### src/rtl/ws2812_step_scheduler_if.sv
// Control/handshake bundle between the mode logic, the step scheduler and the WS2812 frame driver.
// master drives enable/pause/mode and the driver's ack/done; slave is the scheduler itself.
interface ws2812_step_scheduler_if;
    logic       enable;
    logic       pause;
    logic [1:0] mode;
    logic       frame_ack;
    logic       frame_done;
    logic [3:0] step_idx;
    logic       frame_req;
    logic       busy;
    logic       seq_done;
    logic       overrun;

    modport master (
        output enable, pause, mode, frame_ack, frame_done,
        input  step_idx, frame_req, busy, seq_done, overrun
    );

    modport slave (
        input  enable, pause, mode, frame_ack, frame_done,
        output step_idx, frame_req, busy, seq_done, overrun
    );
endinterface

### src/rtl/ws2812_step_scheduler.sv
// Steps a WS2812 chain through STEP_MAX patterns, one frame request per STEP_MS tick,
// with loop / one-shot / ping-pong ordering, pause and sticky overrun detection.
module ws2812_step_scheduler #(
    parameter int unsigned CLK_PER_MS = 50_000,
    parameter int unsigned STEP_MS    = 100,
    parameter int unsigned STEP_MAX   = 10
) (
    input logic                    sys_clk,
    input logic                    sys_rst,
    ws2812_step_scheduler_if.slave bus
);

    localparam int unsigned PreW = (CLK_PER_MS > 1) ? $clog2(CLK_PER_MS) : 1;
    localparam int unsigned MsW  = (STEP_MS > 1) ? $clog2(STEP_MS) : 1;
    localparam logic [PreW-1:0] PreMax = PreW'(CLK_PER_MS - 1);
    localparam logic [MsW-1:0]  MsMax  = MsW'(STEP_MS - 1);
    localparam logic [3:0]      IdxMax = 4'(STEP_MAX - 1);

    typedef enum logic [2:0] {StIdle, StReq, StBusy, StWait, StDone} state_e;

    state_e          state_d, state_q;
    logic [PreW-1:0] pre_cnt_d, pre_cnt_q;
    logic [MsW-1:0]  ms_cnt_d, ms_cnt_q;
    logic [3:0]      idx_d, idx_q;
    logic [1:0]      mode_d, mode_q;
    logic            pending_d, pending_q;
    logic            dir_down_d, dir_down_q;
    logic            overrun_d, overrun_q;

    logic            run, ms_tick, step_tick, in_flight;
    logic [3:0]      adv_idx;
    logic            adv_dir_down;

    // Timebase runs only in the active states and freezes while paused.
    always_comb begin
        run       = (state_q == StReq || state_q == StBusy || state_q == StWait) && !bus.pause;
        ms_tick   = run && (pre_cnt_q == PreMax);
        step_tick = ms_tick && (ms_cnt_q == MsMax);
        pre_cnt_d = pre_cnt_q;
        ms_cnt_d  = ms_cnt_q;
        if (state_q == StIdle || state_q == StDone) begin
            pre_cnt_d = '0;
            ms_cnt_d  = '0;
        end else if (run) begin
            pre_cnt_d = ms_tick ? '0 : pre_cnt_q + PreW'(1);
            if (ms_tick) begin
                ms_cnt_d = step_tick ? '0 : ms_cnt_q + MsW'(1);
            end
        end
    end

    always_comb begin
        adv_idx      = idx_q;
        adv_dir_down = dir_down_q;
        case (mode_q)
            2'd1: begin
                if (idx_q != IdxMax) adv_idx = idx_q + 4'd1;
            end
            2'd2: begin
                if (IdxMax != 4'd0) begin
                    if (!dir_down_q) begin
                        if (idx_q == IdxMax) begin
                            adv_dir_down = 1'b1;
                            adv_idx      = idx_q - 4'd1;
                        end else begin
                            adv_idx = idx_q + 4'd1;
                        end
                    end else if (idx_q == 4'd0) begin
                        adv_dir_down = 1'b0;
                        adv_idx      = idx_q + 4'd1;
                    end else begin
                        adv_idx = idx_q - 4'd1;
                    end
                end
            end
            default: adv_idx = (idx_q == IdxMax) ? 4'd0 : idx_q + 4'd1;
        endcase
    end

    always_comb begin
        state_d    = state_q;
        idx_d      = idx_q;
        mode_d     = mode_q;
        pending_d  = pending_q;
        dir_down_d = dir_down_q;
        overrun_d  = overrun_q;
        in_flight  = (state_q == StReq) || (state_q == StBusy);

        if (in_flight && step_tick) begin
            pending_d = 1'b1;
            overrun_d = 1'b1;
        end

        case (state_q)
            StIdle: begin
                pending_d = 1'b0;
                if (bus.enable) begin
                    mode_d     = bus.mode;
                    idx_d      = 4'd0;
                    dir_down_d = 1'b0;
                    overrun_d  = 1'b0;
                    state_d    = StReq;
                end
            end
            StReq: begin
                if (bus.frame_ack) state_d = StBusy;
            end
            StBusy: begin
                if (bus.frame_done) begin
                    if (mode_q == 2'd1 && idx_q == IdxMax) begin
                        state_d = StDone;
                    end else if (pending_q || step_tick) begin
                        idx_d      = adv_idx;
                        dir_down_d = adv_dir_down;
                        pending_d  = 1'b0;
                        state_d    = StReq;
                    end else if (!bus.enable) begin
                        state_d = StIdle;
                    end else begin
                        state_d = StWait;
                    end
                end
            end
            StWait: begin
                if (!bus.enable) begin
                    state_d = StIdle;
                end else if (step_tick) begin
                    idx_d      = adv_idx;
                    dir_down_d = adv_dir_down;
                    state_d    = StReq;
                end
            end
            StDone: begin
                if (!bus.enable) state_d = StIdle;
            end
            default: state_d = StIdle;
        endcase
    end

    always_ff @(posedge sys_clk) begin
        if (sys_rst) begin
            state_q    <= StIdle;
            pre_cnt_q  <= '0;
            ms_cnt_q   <= '0;
            idx_q      <= 4'd0;
            mode_q     <= 2'd0;
            pending_q  <= 1'b0;
            dir_down_q <= 1'b0;
            overrun_q  <= 1'b0;
        end else begin
            state_q    <= state_d;
            pre_cnt_q  <= pre_cnt_d;
            ms_cnt_q   <= ms_cnt_d;
            idx_q      <= idx_d;
            mode_q     <= mode_d;
            pending_q  <= pending_d;
            dir_down_q <= dir_down_d;
            overrun_q  <= overrun_d;
        end
    end

    assign bus.step_idx  = idx_q;
    assign bus.frame_req = (state_q == StReq);
    assign bus.busy      = (state_q != StIdle);
    assign bus.seq_done  = (state_q == StDone);
    assign bus.overrun   = overrun_q;

endmodule

### src/flat_wrapper.sv
// flat-port wrapper written by rule: the top's interface ports become plain ports
module ws2812_step_scheduler_flat 
#(
    parameter int unsigned CLK_PER_MS = 50_000,
    parameter int unsigned STEP_MS    = 100,
    parameter int unsigned STEP_MAX   = 10
)
  (sys_clk, sys_rst, bus_enable, bus_pause, bus_mode, bus_frame_ack, bus_frame_done, bus_step_idx, bus_frame_req, bus_busy, bus_seq_done, bus_overrun);
  ws2812_step_scheduler_if bus_i ();
  input logic sys_clk;
  input logic sys_rst;
  input wire logic [$bits(bus_i.enable)-1:0] bus_enable;
  input wire logic [$bits(bus_i.pause)-1:0] bus_pause;
  input wire logic [$bits(bus_i.mode)-1:0] bus_mode;
  input wire logic [$bits(bus_i.frame_ack)-1:0] bus_frame_ack;
  input wire logic [$bits(bus_i.frame_done)-1:0] bus_frame_done;
  output wire logic [$bits(bus_i.step_idx)-1:0] bus_step_idx;
  output wire logic [$bits(bus_i.frame_req)-1:0] bus_frame_req;
  output wire logic [$bits(bus_i.busy)-1:0] bus_busy;
  output wire logic [$bits(bus_i.seq_done)-1:0] bus_seq_done;
  output wire logic [$bits(bus_i.overrun)-1:0] bus_overrun;
  assign bus_i.enable = bus_enable;
  assign bus_i.pause = bus_pause;
  assign bus_i.mode = bus_mode;
  assign bus_i.frame_ack = bus_frame_ack;
  assign bus_i.frame_done = bus_frame_done;
  assign bus_step_idx = bus_i.step_idx;
  assign bus_frame_req = bus_i.frame_req;
  assign bus_busy = bus_i.busy;
  assign bus_seq_done = bus_i.seq_done;
  assign bus_overrun = bus_i.overrun;
  ws2812_step_scheduler #(.CLK_PER_MS(CLK_PER_MS), .STEP_MS(STEP_MS), .STEP_MAX(STEP_MAX)) u_core (.sys_clk(sys_clk), .sys_rst(sys_rst), .bus(bus_i));
endmodule
### config.mk
export PLATFORM = sky130hd
export DESIGN_NAME = ws2812_step_scheduler_flat
export DESIGN_NICKNAME = d
export VERILOG_FILES = /design/src/rtl/ws2812_step_scheduler_if.sv /design/src/rtl/ws2812_step_scheduler.sv /design/src/flat_wrapper.sv
export SDC_FILE = /design/constraint.sdc
export NUM_CORES = 1
export LEC_CHECK = 0
export ABC_AREA = 1
export BUFFER_PORTS_ARGS = -buffer_cell sky130_fd_sc_hd__buf_2
export CORE_MARGIN = 10
export CORE_UTILIZATION = 31
export DETAILED_ROUTE_END_ITERATION = 6
export SETUP_SLACK_MARGIN = 0.4
export SLEW_MARGIN = 40
export SYNTH_ARGS = -nofsm -noshare
export SYNTH_HDL_FRONTEND = slang
export SYNTH_SLANG_ARGS = --single-unit
export TNS_END_PERCENT = 20
### constraint.sdc
create_clock -name sys_clk -period 2.4 [get_ports sys_clk]
set_clock_uncertainty 0.2 [all_clocks]
set_input_delay 0.36 -clock sys_clk [delete_from_list [all_inputs] [get_ports sys_clk]]
set_output_delay 0.36 -clock sys_clk [all_outputs]
set_load 0.02 [all_outputs]
Word-level counts from Yosys, hierarchy flattened
Cells that the tools add are included.
{"block": "word_totals", "input_bits": 8, "out_inout_bits": 8, "ff_bits": 35, "wordCells": 94}
{"block": "op_classes", "mux": 44, "n_eq_ne": 19, "add_sub_neg": 4, "reduce_logical": 19}
{"operator": "4-bit 2-to-1 mux", "n": 11}
{"operator": "3-bit 2-to-1 mux", "n": 8}
{"operator": "1-bit 2-to-1 mux", "n": 17}
{"operator": "16-bit by 1-bit adder with 16-bit output (second input constant)", "n": 1}
{"operator": "16-bit == test (second input constant)", "n": 1}
{"operator": "16-bit 2-to-1 mux", "n": 1}
{"operator": "3-bit case mux with 5 select lines", "n": 1}
{"operator": "2-bit inequality test (second input constant)", "n": 7}
{"operator": "4-bit case mux with 3 select lines", "n": 1}
{"operator": "4-bit case mux with 2 select lines", "n": 1}
{"operator": "7-bit by 1-bit adder with 7-bit output (second input constant)", "n": 1}
{"operator": "7-bit == test (second input constant)", "n": 1}
{"operator": "7-bit 2-to-1 mux", "n": 1}
{"operator": "7-bit AND reduction", "n": 1}
{"operator": "3-bit by 2-bit == test with 1-bit output (second input constant)", "n": 2}
{"operator": "3-bit nonzero test", "n": 2}
{"operator": "1-bit logical AND", "n": 5}
{"operator": "5-bit AND reduction", "n": 1}
{"operator": "4-bit by 1-bit adder with 4-bit output (second input constant)", "n": 1}
{"operator": "4-bit == test (second input constant)", "n": 1}
{"operator": "4-bit zero test", "n": 1}
{"operator": "1-bit logical OR", "n": 4}
{"operator": "4-bit inequality test (second input constant)", "n": 1}
{"operator": "2-bit AND reduction", "n": 2}
{"operator": "other kinds (13)", "n": 13}

Longest topological paths before layout
Gate-level depths: netlist of the first run.
{"block": "logic_depth", "word_depth": 12, "ltp_mapped": 12, "depth_no_buf": 12}

Least setup slack after synthesis of the first run
No wires, ideal clock.
{"block": "synth_path", "kind": "register to register", "from": "register u_core.idx_q[1] (netlist: u_core.bus.step_idx[1])", "to": "register u_core.idx_q[3] (netlist: u_core.bus.step_idx[3])", "arrival_time_ns": 1.540, "setup_time_ns": 0.113, "path_buffers": 0, "synth_period_minus_slack_ns": 1.853, "required_ns": 2.087, "path_stages_with_launch": 13, "slack_ns": 0.547, "cell_sequence": "dfxtp_1 > inv_1 > ha_1 > nand2_1 > nor2_1 > nand2_1 > nor2_1 > nor2_1 > nand2_4 > nor2_4 > nand2_1 > nand2_1 > nor2_1"}
{"block": "synth_via", "elab_chain_len": 8, "elab_cells_between_ends": 20, "cone_classes": "add/sub: 2; eq/ne: 3; mux: 12; reduce/logical: 3"}
{"item": "start: declaration", "line_no": "ws2812_step_scheduler.sv:24", "text": "logic [3:0] idx_d, idx_q;"}
{"item": "start signal: assignment", "line_no": "ws2812_step_scheduler.sv:154", "text": "idx_q <= idx_d;"}
{"item": "4-bit by 1-bit adder with 4-bit output, or another cell as far along"}
{"item": "4-bit 2-to-1 mux, on equally long branches", "line_no": "ws2812_step_scheduler.sv:62, ws2812_step_scheduler.sv:68"}
{"item": "4-bit 2-to-1 mux", "line_no": "ws2812_step_scheduler.sv:61", "text": "if (!dir_down_q) begin"}
{"item": "4-bit case mux with 2 select lines", "line_no": "ws2812_step_scheduler.sv:55", "text": "case (mode_q)"}
{"item": "4-bit 2-to-1 mux", "line_no": "ws2812_step_scheduler.sv:112", "text": "end else if (pending_q || step_tick) begin"}
{"item": "4-bit 2-to-1 mux", "line_no": "ws2812_step_scheduler.sv:110", "text": "if (mode_q == 2'd1 && idx_q == IdxMax) begin"}
{"item": "4-bit 2-to-1 mux", "line_no": "ws2812_step_scheduler.sv:109", "text": "if (bus.frame_done) begin"}
{"item": "4-bit case mux with 3 select lines", "line_no": "ws2812_step_scheduler.sv:94", "text": "case (state_q)"}
Several ways; a longest one is shown, not always the timed one. The select of a mux whose other input is x is not followed.
A chain may end at the register's enable or synchronous reset.

Worst setup path in the final report of the first run
{"block": "layout_path", "from": "register u_core.mode_q[0]", "to": "register u_core.idx_q[1] (netlist: u_core.bus.step_idx[1])"}
{"block": "layout_via", "elab_chain_len": 6, "elab_cells_between_ends": 12, "cone_classes": "eq/ne: 3; mux: 7; reduce/logical: 2"}
{"item": "start: declaration", "line_no": "ws2812_step_scheduler.sv:25", "text": "logic [1:0] mode_d, mode_q;"}
{"item": "start signal: assignment", "line_no": "ws2812_step_scheduler.sv:155", "text": "mode_q <= mode_d;"}
{"item": "2-bit == test or 2-bit by 1-bit == test with 1-bit output (tied branches)", "line_no": "ws2812_step_scheduler.sv:55, ws2812_step_scheduler.sv:110"}
{"item": "4-bit case mux with 2 select lines", "line_no": "ws2812_step_scheduler.sv:55"}
{"item": "4-bit 2-to-1 mux", "line_no": "ws2812_step_scheduler.sv:112"}
{"item": "4-bit 2-to-1 mux", "line_no": "ws2812_step_scheduler.sv:110"}
{"item": "4-bit 2-to-1 mux", "line_no": "ws2812_step_scheduler.sv:109"}
{"item": "4-bit case mux with 3 select lines", "line_no": "ws2812_step_scheduler.sv:94"}
Several ways; a longest one is shown, not always the timed one. The select of a mux whose other input is x is not followed.

==> metrics.md, run 1 <==
| Metric | Value |
|---|---|
| Area share of the largest cell type after synthesis | 0.3123 |
| Area Growth Syn to Fin | 12.66% |
| Synth Area in XOR/XNOR | 0.03123 |
| RSZ-0062 raised after global routing | yes |
| Worst reg2reg path endpoint | u_core.bus.step_idx[1]$_SDFFE_PP0P_ |
| Setup CP Type | register to register |
| Hold_ws | between 100 and 150 ps |
| Root buf cell | clkbuf_8 |
| Yosys warns | 0 |
| Net switching share of the total power | 0.4454 |
| Gate power share | 0.456 |
| Post-Synth Adder-Cell Area | 0.03904 |
| Final setup fails | 0 |
| Initial Utilization | 0.3248 |
| Clk slew on worst S/H paths | ~70 ps |
| Switch Pwr | ~0.91 mW |
| Die Width | about 110 µm |
| Clk_lat worst skew | between 200 and 300 ps |
| Mux cell area share after synthesis | 0 |
| Worst vdd ir | between 0.0002 and 0.00025 V |
| Number of buffers and inverters on the critical path | 2 |
| Port Buffer Count | 15 |
| Pwr Density | between 800 and 900 nW/µm² |
| N_diodes | 0 |
| Hold depth | 2 |
| DRC | 0 |
| Nets | roughly 370 |
| FFs w/ async S/R, synth | 0 |
| Number of cell rows | 30 |
| Via count | 2097 |
| WP data arrival | approximately 1800 ps |
| Critical path origin | u_core.mode_q[0]$_SDFFE_PP0P_ |
| Post-route minimum period | around 1900 ps |
| Critical hold path startpoint | sys_rst |
| Min-Delay Endpoint | u_core.state_q[1]$_SDFFE_PP0P_ |
| Leading area contributor after synthesis | dfxtp_1 |
| Clock Tree Buf Depth | 2 |
| Initial antenna violation count | 0 |
| Synth Cell Area | about 2200 µm² |
| Overall routing resource usage | 0.09421 |
| Slew Limit Fails | 0 |
| Area contributors post-synth | dfxtp_1, nand2_1, nor2_1, inv_1, a21oi_1 |
| Largest family of logic cells by synthesized area | simple AND/OR/NAND/NOR gates |
| Final period utilization | 0.7709 |
| Vias in the first global route | just over 2k |
| # IOs | 16 |
| Yosys cell types | 34 |
| Gpl congestion | between 0.8 and 0.9 |
| Tightest Pin Transition | about 340 ps |
| Synth Area per Inst | ~6.7 µm² |
| Max incr delay on CP | about 370 ps |
| Sink Count | 35 |
| DP Wirelength | about 4100 µm |
| CTS tree | done |
| Crit-path most repeated cell | nor2_1 |
| Slowest CP cell | ha_1 |
| DR WL/cell | around 11 µm |
| Reg2reg start | u_core.mode_q[0]$_SDFFE_PP0P_ |
| Leakage | about 1.2 nW |
| CP endpoint kind | register |
| Post-route ant nets | 0 |
| Die height | 105.1 µm |
| Total of max-cap violations | 0 |
| Startpoint type of the worst setup path | register |
| Syn nets | roughly 350 |
| Num CTS Buffers | 5 |
| DR iter-0 viols | 86 |
| Status | finished, final reports clean |
| GRT overflow | 0 |
| H-Tree Depth | 2 |
| Critical path data required time | ~2400 ps |
| FF+latch count, synth | 35 |
| Sequence of cells on the critical path | inv_1 -> ha_1 -> nor2_1 -> inv_1 -> nor2_1 -> nor2_1 -> nand2_1 -> a21oi_1 -> nor3_1 -> nor2_1 |
| Cells after synthesis | roughly 340 |
| R2r setup slk | ~550 ps |
| Delay-heaviest family, CP | simple AND/OR/NAND/NOR gates |
| First-pass GRT wire length | 8873 µm |
| Seq pwr share | 0.345 |
| PostCTS Resize Cnt | 0 |
| Pre-antenna DRT Iters | 5 |
| Final Hold Viols | 0 |
| Cells on worst reg2reg path | 10 |
| Number of synthesized flops with an enable pin | 0 |
| Worst-path fanout max | 5 |
| Via density | between 4 and 5 |
| Most frequent cells after synthesis | nand2_1, nor2_1, inv_1 |
| Synth Area in Compound Gates | 0.1322 |
| Upper clock frequency limit | between 500 and 600 MHz |
| Hold crit path type | input pin to register |
| Most common flop cell mapped by yosys | dfxtp_1 |
| Post-CTS Setup Inserts | 0 |
| Slew HR | 0.7698 |
| Hold Buf Count CTS | 0 |
| Clock share of power | 0.200 |
| P_int | 1.137 mW |
| Most common cell in the netlist | nand2_1 |
| Pin count of the biggest net entering global routing | 12 |
| Share of cells above drive strength 1 | 0.1532 |
| Post-synthesis sequential area ratio | 0.3123 |
| Fin Setup TNS | 0 ps |
| Final wirelength | between 5000 and 6000 µm |
| Die ar. | roughly 11000 µm² |
| Simple-Gate Fraction of Synth Area | 0.3949 |
| Core Region | between 6000 and 7000 µm² |
-- sequential cells by signal, indices dropped and copies added, names as in the netlist --
signal,flops
u_core.pre_cnt_q,16
u_core.ms_cnt_q,7
u_core.bus.step_idx,4
u_core.state_q,3
u_core.mode_q,2
u_core.bus.overrun,1
u_core.dir_down_q,1
u_core.pending_q,1
-- final cells by class --
cell class	instances	area, µm²
multi-input cells	247	1345
inverters	54	202.7
repair buffers	15	75.07
clock inverters	3	15.01
well taps	96	120.1
flip-flops and latches	35	700.7
fillers	787	4379
clock buffers	5	68.82
-- power groups by stage --
stage                     Combinational, mW  Clock [mW]  Sequential [mW]
after global routing                   1.05       0.457            0.717
after floorplan                       0.695           0            0.730
after CTS                             0.936       0.433            0.706
after detailed placement              0.932           0            0.720
after global placement                0.929           0            0.717
final                                 0.934       0.410            0.707
-- through the flow --
stage,util,std cells,power [mW],worst slack [ps],area [µm²]
after CTS,0.3652,455,2.075,454.6,2522
after global placement,0.3531,447,1.646,511.5,2439
after global routing,0.3659,455,2.227,381.8,2527
after detailed placement,0.3531,447,1.653,503.6,2439
final,0.3659,455,2.051,549.9,2527
after floorplan,-,336,1.425,546.7,2243
-- cells by family (layout without fill, tap and decap cells) --
logic type      count (synthesis)  count (layout)
simple gates                  179             179
buf+inv                        54              77
compound gates                 53              53
flops                          35              35
xor+xnor                        8               8
fa+ha+maj                       7               7
-- layer usage --
layer,share of wire,GRT usage
met2,0.48,0.1615
met1,0.47,0.1092
met4,0.0061,0.03333
met3,0.039,0.02641
met5,0,0
-- worst max-delay path by stage --
stage	end	slack, ps	cells after the start
finish	u_core.bus.step_idx[1]$_SDFFE_PP0P_	550	10
detailed placement	u_core.pre_cnt_q[7]$_SDFFE_PP0P_	500	9
global placement	u_core.pre_cnt_q[11]$_SDFFE_PP0P_	510	8
floorplan	u_core.bus.step_idx[3]$_SDFFE_PP0P_	550	12
CTS	bus_seq_done	450	4
global route	u_core.bus.step_idx[1]$_SDFFE_PP0P_	380	10
-- placed cells by master, fill, tap and decap left out, types with 2 or more instances in the layout --
master     n
nand2_4    4
nand3_2    2
ha_1       7
a211oi_1   3
nand2_2    2
and3_1     2
o21ai_0   18
nand2_1   69
a21oi_1   21
buf_2     15
o211ai_1   2
nor2_4     3
nor3_1     8
nor2_2     6
nand4_1    8
nor2_1    50
clkbuf_8   5
dfxtp_1   35
clkinv_2   3
xor2_1     6
o21ai_1    3
inv_2      6
nor3_2     3
inv_1     48
xnor2_1    2
nand3_1   16
nand3_4    2
Power figures use the tool's default switching activity.
==> inputs of run 2 (changes only) <==
==> constraint.sdc (replaced) <==
create_clock -name sys_clk -period 1.5 [get_ports sys_clk]
set_clock_uncertainty 0.2 [all_clocks]
set_input_delay 0.225 -clock sys_clk [delete_from_list [all_inputs] [get_ports sys_clk]]
set_output_delay 0.225 -clock sys_clk [all_outputs]
set_load 0.02 [all_outputs]
==> metrics.md, run 2 (synthesis gave the netlist of run 1 again) <==
| Metric | Value |
|---|---|
| Status | complete, but fails checks |
| Failing checks | negative setup slack |
| Pre-antenna DRT Iters | 4 |
| Clk slew on worst S/H paths | roughly 80 ps |
| Die ar. | between 10000 and 15000 µm² |
| Hold Buf Count CTS | 0 |
| DP Wirelength | around 4600 µm |
| Critical hold path startpoint | bus_mode[0] |
| Fin Setup TNS | -4723 ps |
| # IOs | 16 |
| Pin count of the biggest net entering global routing | 12 |
| Final wirelength | ~5900 µm |
| Initial Utilization | 0.3248 |
| Tightest Pin Transition | about 320 ps |
| Number of cell rows | 30 |
| Clock Tree Buf Depth | 2 |
| Via density | between 4 and 5 |
| Setup CP Type | register to register |
| Num CTS Buffers | 5 |
| Final core utilization | 0.4984 |
| Area Growth Syn to Fin | 53.43% |
| DR iter-0 viols | 54 |
| GRT overflow | 0 |
| Port Buffer Count | 15 |
| First-pass GRT wire length | about 10000 µm |
| Critical path data required time | around 1500 ps |
| Slew HR | 0.7878 |
| Gpl congestion | 0.8680 |
| Crit-path most repeated cell | nand3_4 |
| Leakage | between 1.5 and 2 nW |
| Via count | 2427 |
| Final Hold Viols | 0 |
| CTS tree | done |
| R2r setup slk | -200 ps |
| CP endpoint kind | register |
| # placed instances | between 500 and 600 |
| Number of buffers and inverters on the critical path | 0 |
| DRC | 0 |
| Die height | roughly 110 µm |
| DR WL/cell | 11.00 µm |
| Reg2reg start | u_core.state_q[2]$_SDFFE_PP0P_ |
| Upper clock frequency limit | slightly below 600 MHz |
| WP data arrival | roughly 1700 ps |
| Sink Count | 35 |
| Post-route minimum period | 1703 ps |
| Hold crit path type | input pin to register |
| Die Width | about 110 µm |
| Hold_ws | 28.73 ps |
| Startpoint type of the worst setup path | register |
| Fill count | 696 |
| Worst reg2reg path endpoint | u_core.bus.step_idx[2]$_SDFFE_PP0P_ |
| RSZ-0062 raised after global routing | yes |
| Setup ws final | -203.0 ps |
| Worst-path fanout max | 6 |
| Worst vdd ir | approximately 0.00083 V |
| Most common cell after layout, fill and taps aside | buf_4 |
| Most frequent cells in the layout | buf_4, nand2_1, nor2_1, inv_1, a21oi_1 |
| Sequence of cells on the critical path | nor2_2 -> nand3_4 -> nor2_8 -> nand3_4 -> nand3_4 -> nand2_8 -> nor2_4 -> nand2_1 -> nand2_1 -> nor2_1 |
| Final setup fails | 37 |
| Slew Limit Fails | 0 |
| Share of cells above drive strength 1 | 0.4263 |
| Root buf cell | clkbuf_8 |
| Overall routing resource usage | 0.1082 |
| N_diodes | 0 |
| Final period utilization | 1.135 |
| Max incr delay on CP | between 300 and 400 ps |
| Slowest CP cell | dfxtp_4 |
| Post-route ant nets | 0 |
| Total Power | ~4.2 mW |
| Initial antenna violation count | 0 |
| Total of max-cap violations | 0 |
| Delay-heaviest family, CP | simple AND/OR/NAND/NOR gates |
| Hold depth | 3 |
| Cells on worst reg2reg path | 10 |
| Crit path depth | 10 |
| Largest Register | u_core.pre_cnt_q |
| Nets | around 460 |
| Min-Delay Endpoint | u_core.mode_q[0]$_SDFFE_PP0P_ |
| Core Region | 6907 µm² |
| Vias in the first global route | between 2k and 2.5k |
| Fin cells | 537 |
| Max FFs per register | 16 |
| Pwr Density | 1224 nW/µm² |
| H-Tree Depth | 2 |
| Clk_lat worst skew | roughly 290 ps |
run 2: power breakdown:
part	internal, mW	total (mW)	leakage, nW	switching, mW
registers	1.04	1.15	0.293	0.110
logic	1.03	2.27	1.23	1.24
clock network	0.419	0.791	0.0548	0.372
run 2: timing repair:
action,CTS,global route
setup buffers,2,4
endpoints found under the setup margin,43,43
cloned,0,0
pin swaps,10,15
gates resized for setup,33,32
run 2: worst max-delay path by stage:
stage | startpoint | endpoint
floorplan | u_core.bus.step_idx[1]$_SDFFE_PP0P_ | u_core.bus.step_idx[3]$_SDFFE_PP0P_
global placement | u_core.pre_cnt_q[9]$_SDFFE_PP0P_ | u_core.bus.step_idx[2]$_SDFFE_PP0P_
detailed placement | u_core.pre_cnt_q[11]$_SDFFE_PP0P_ | u_core.bus.step_idx[2]$_SDFFE_PP0P_
CTS | u_core.pre_cnt_q[11]$_SDFFE_PP0P_ | u_core.bus.step_idx[2]$_SDFFE_PP0P_
global route | u_core.pre_cnt_q[12]$_SDFFE_PP0P_ | u_core.bus.step_idx[2]$_SDFFE_PP0P_
finish | u_core.state_q[2]$_SDFFE_PP0P_ | u_core.bus.step_idx[2]$_SDFFE_PP0P_
run 2: worst min-delay path, cell delays in order:
cell	delay [ps]
buf_2	70
o21ai_0	70
a21oi_1	110
run 2: stage by stage:
| step | worst slack (ps) | area (µm²) |
|---|---|---|
| CTS | -246.1 | 3318 |
| finish | -203.0 | 3442 |
| floorplan | -128.6 | 2330 |
| global route | -324.0 | 3442 |
| detailed placement | -271.0 | 3095 |
| global placement | -253.6 | 3095 |
run 2: routing by layer:
metal | share of wire | vias up | wire length (µm) | GRT usage
met5 | 0 | - | 0 | 0
li1 | - | 1293 | - | -
met3 | 0.045 | 7 | 266 | 0.03624
met4 | 0.011 | 0 | 65 | 0.04510
met1 | 0.48 | 1081 | 2814 | 0.1305
met2 | 0.47 | 46 | 2758 | 0.1717
run 2: area by class of cell:
| cell class | count | area (µm²) | share of cell area |
|---|---|---|---|
| flip-flops and latches | 35 | 734.5 | 0.2134 |
| clock buffers | 7 | 96.34 | 0.02799 |
| well taps | 96 | 120.1 | 0.03490 |
| multi-input cells | 247 | 1538 | 0.4467 |
| inverters | 54 | 207.7 | 0.06034 |
| clock inverters | 1 | 6.256 | 0.001818 |
| repair buffers | 97 | 739.5 | 0.2148 |
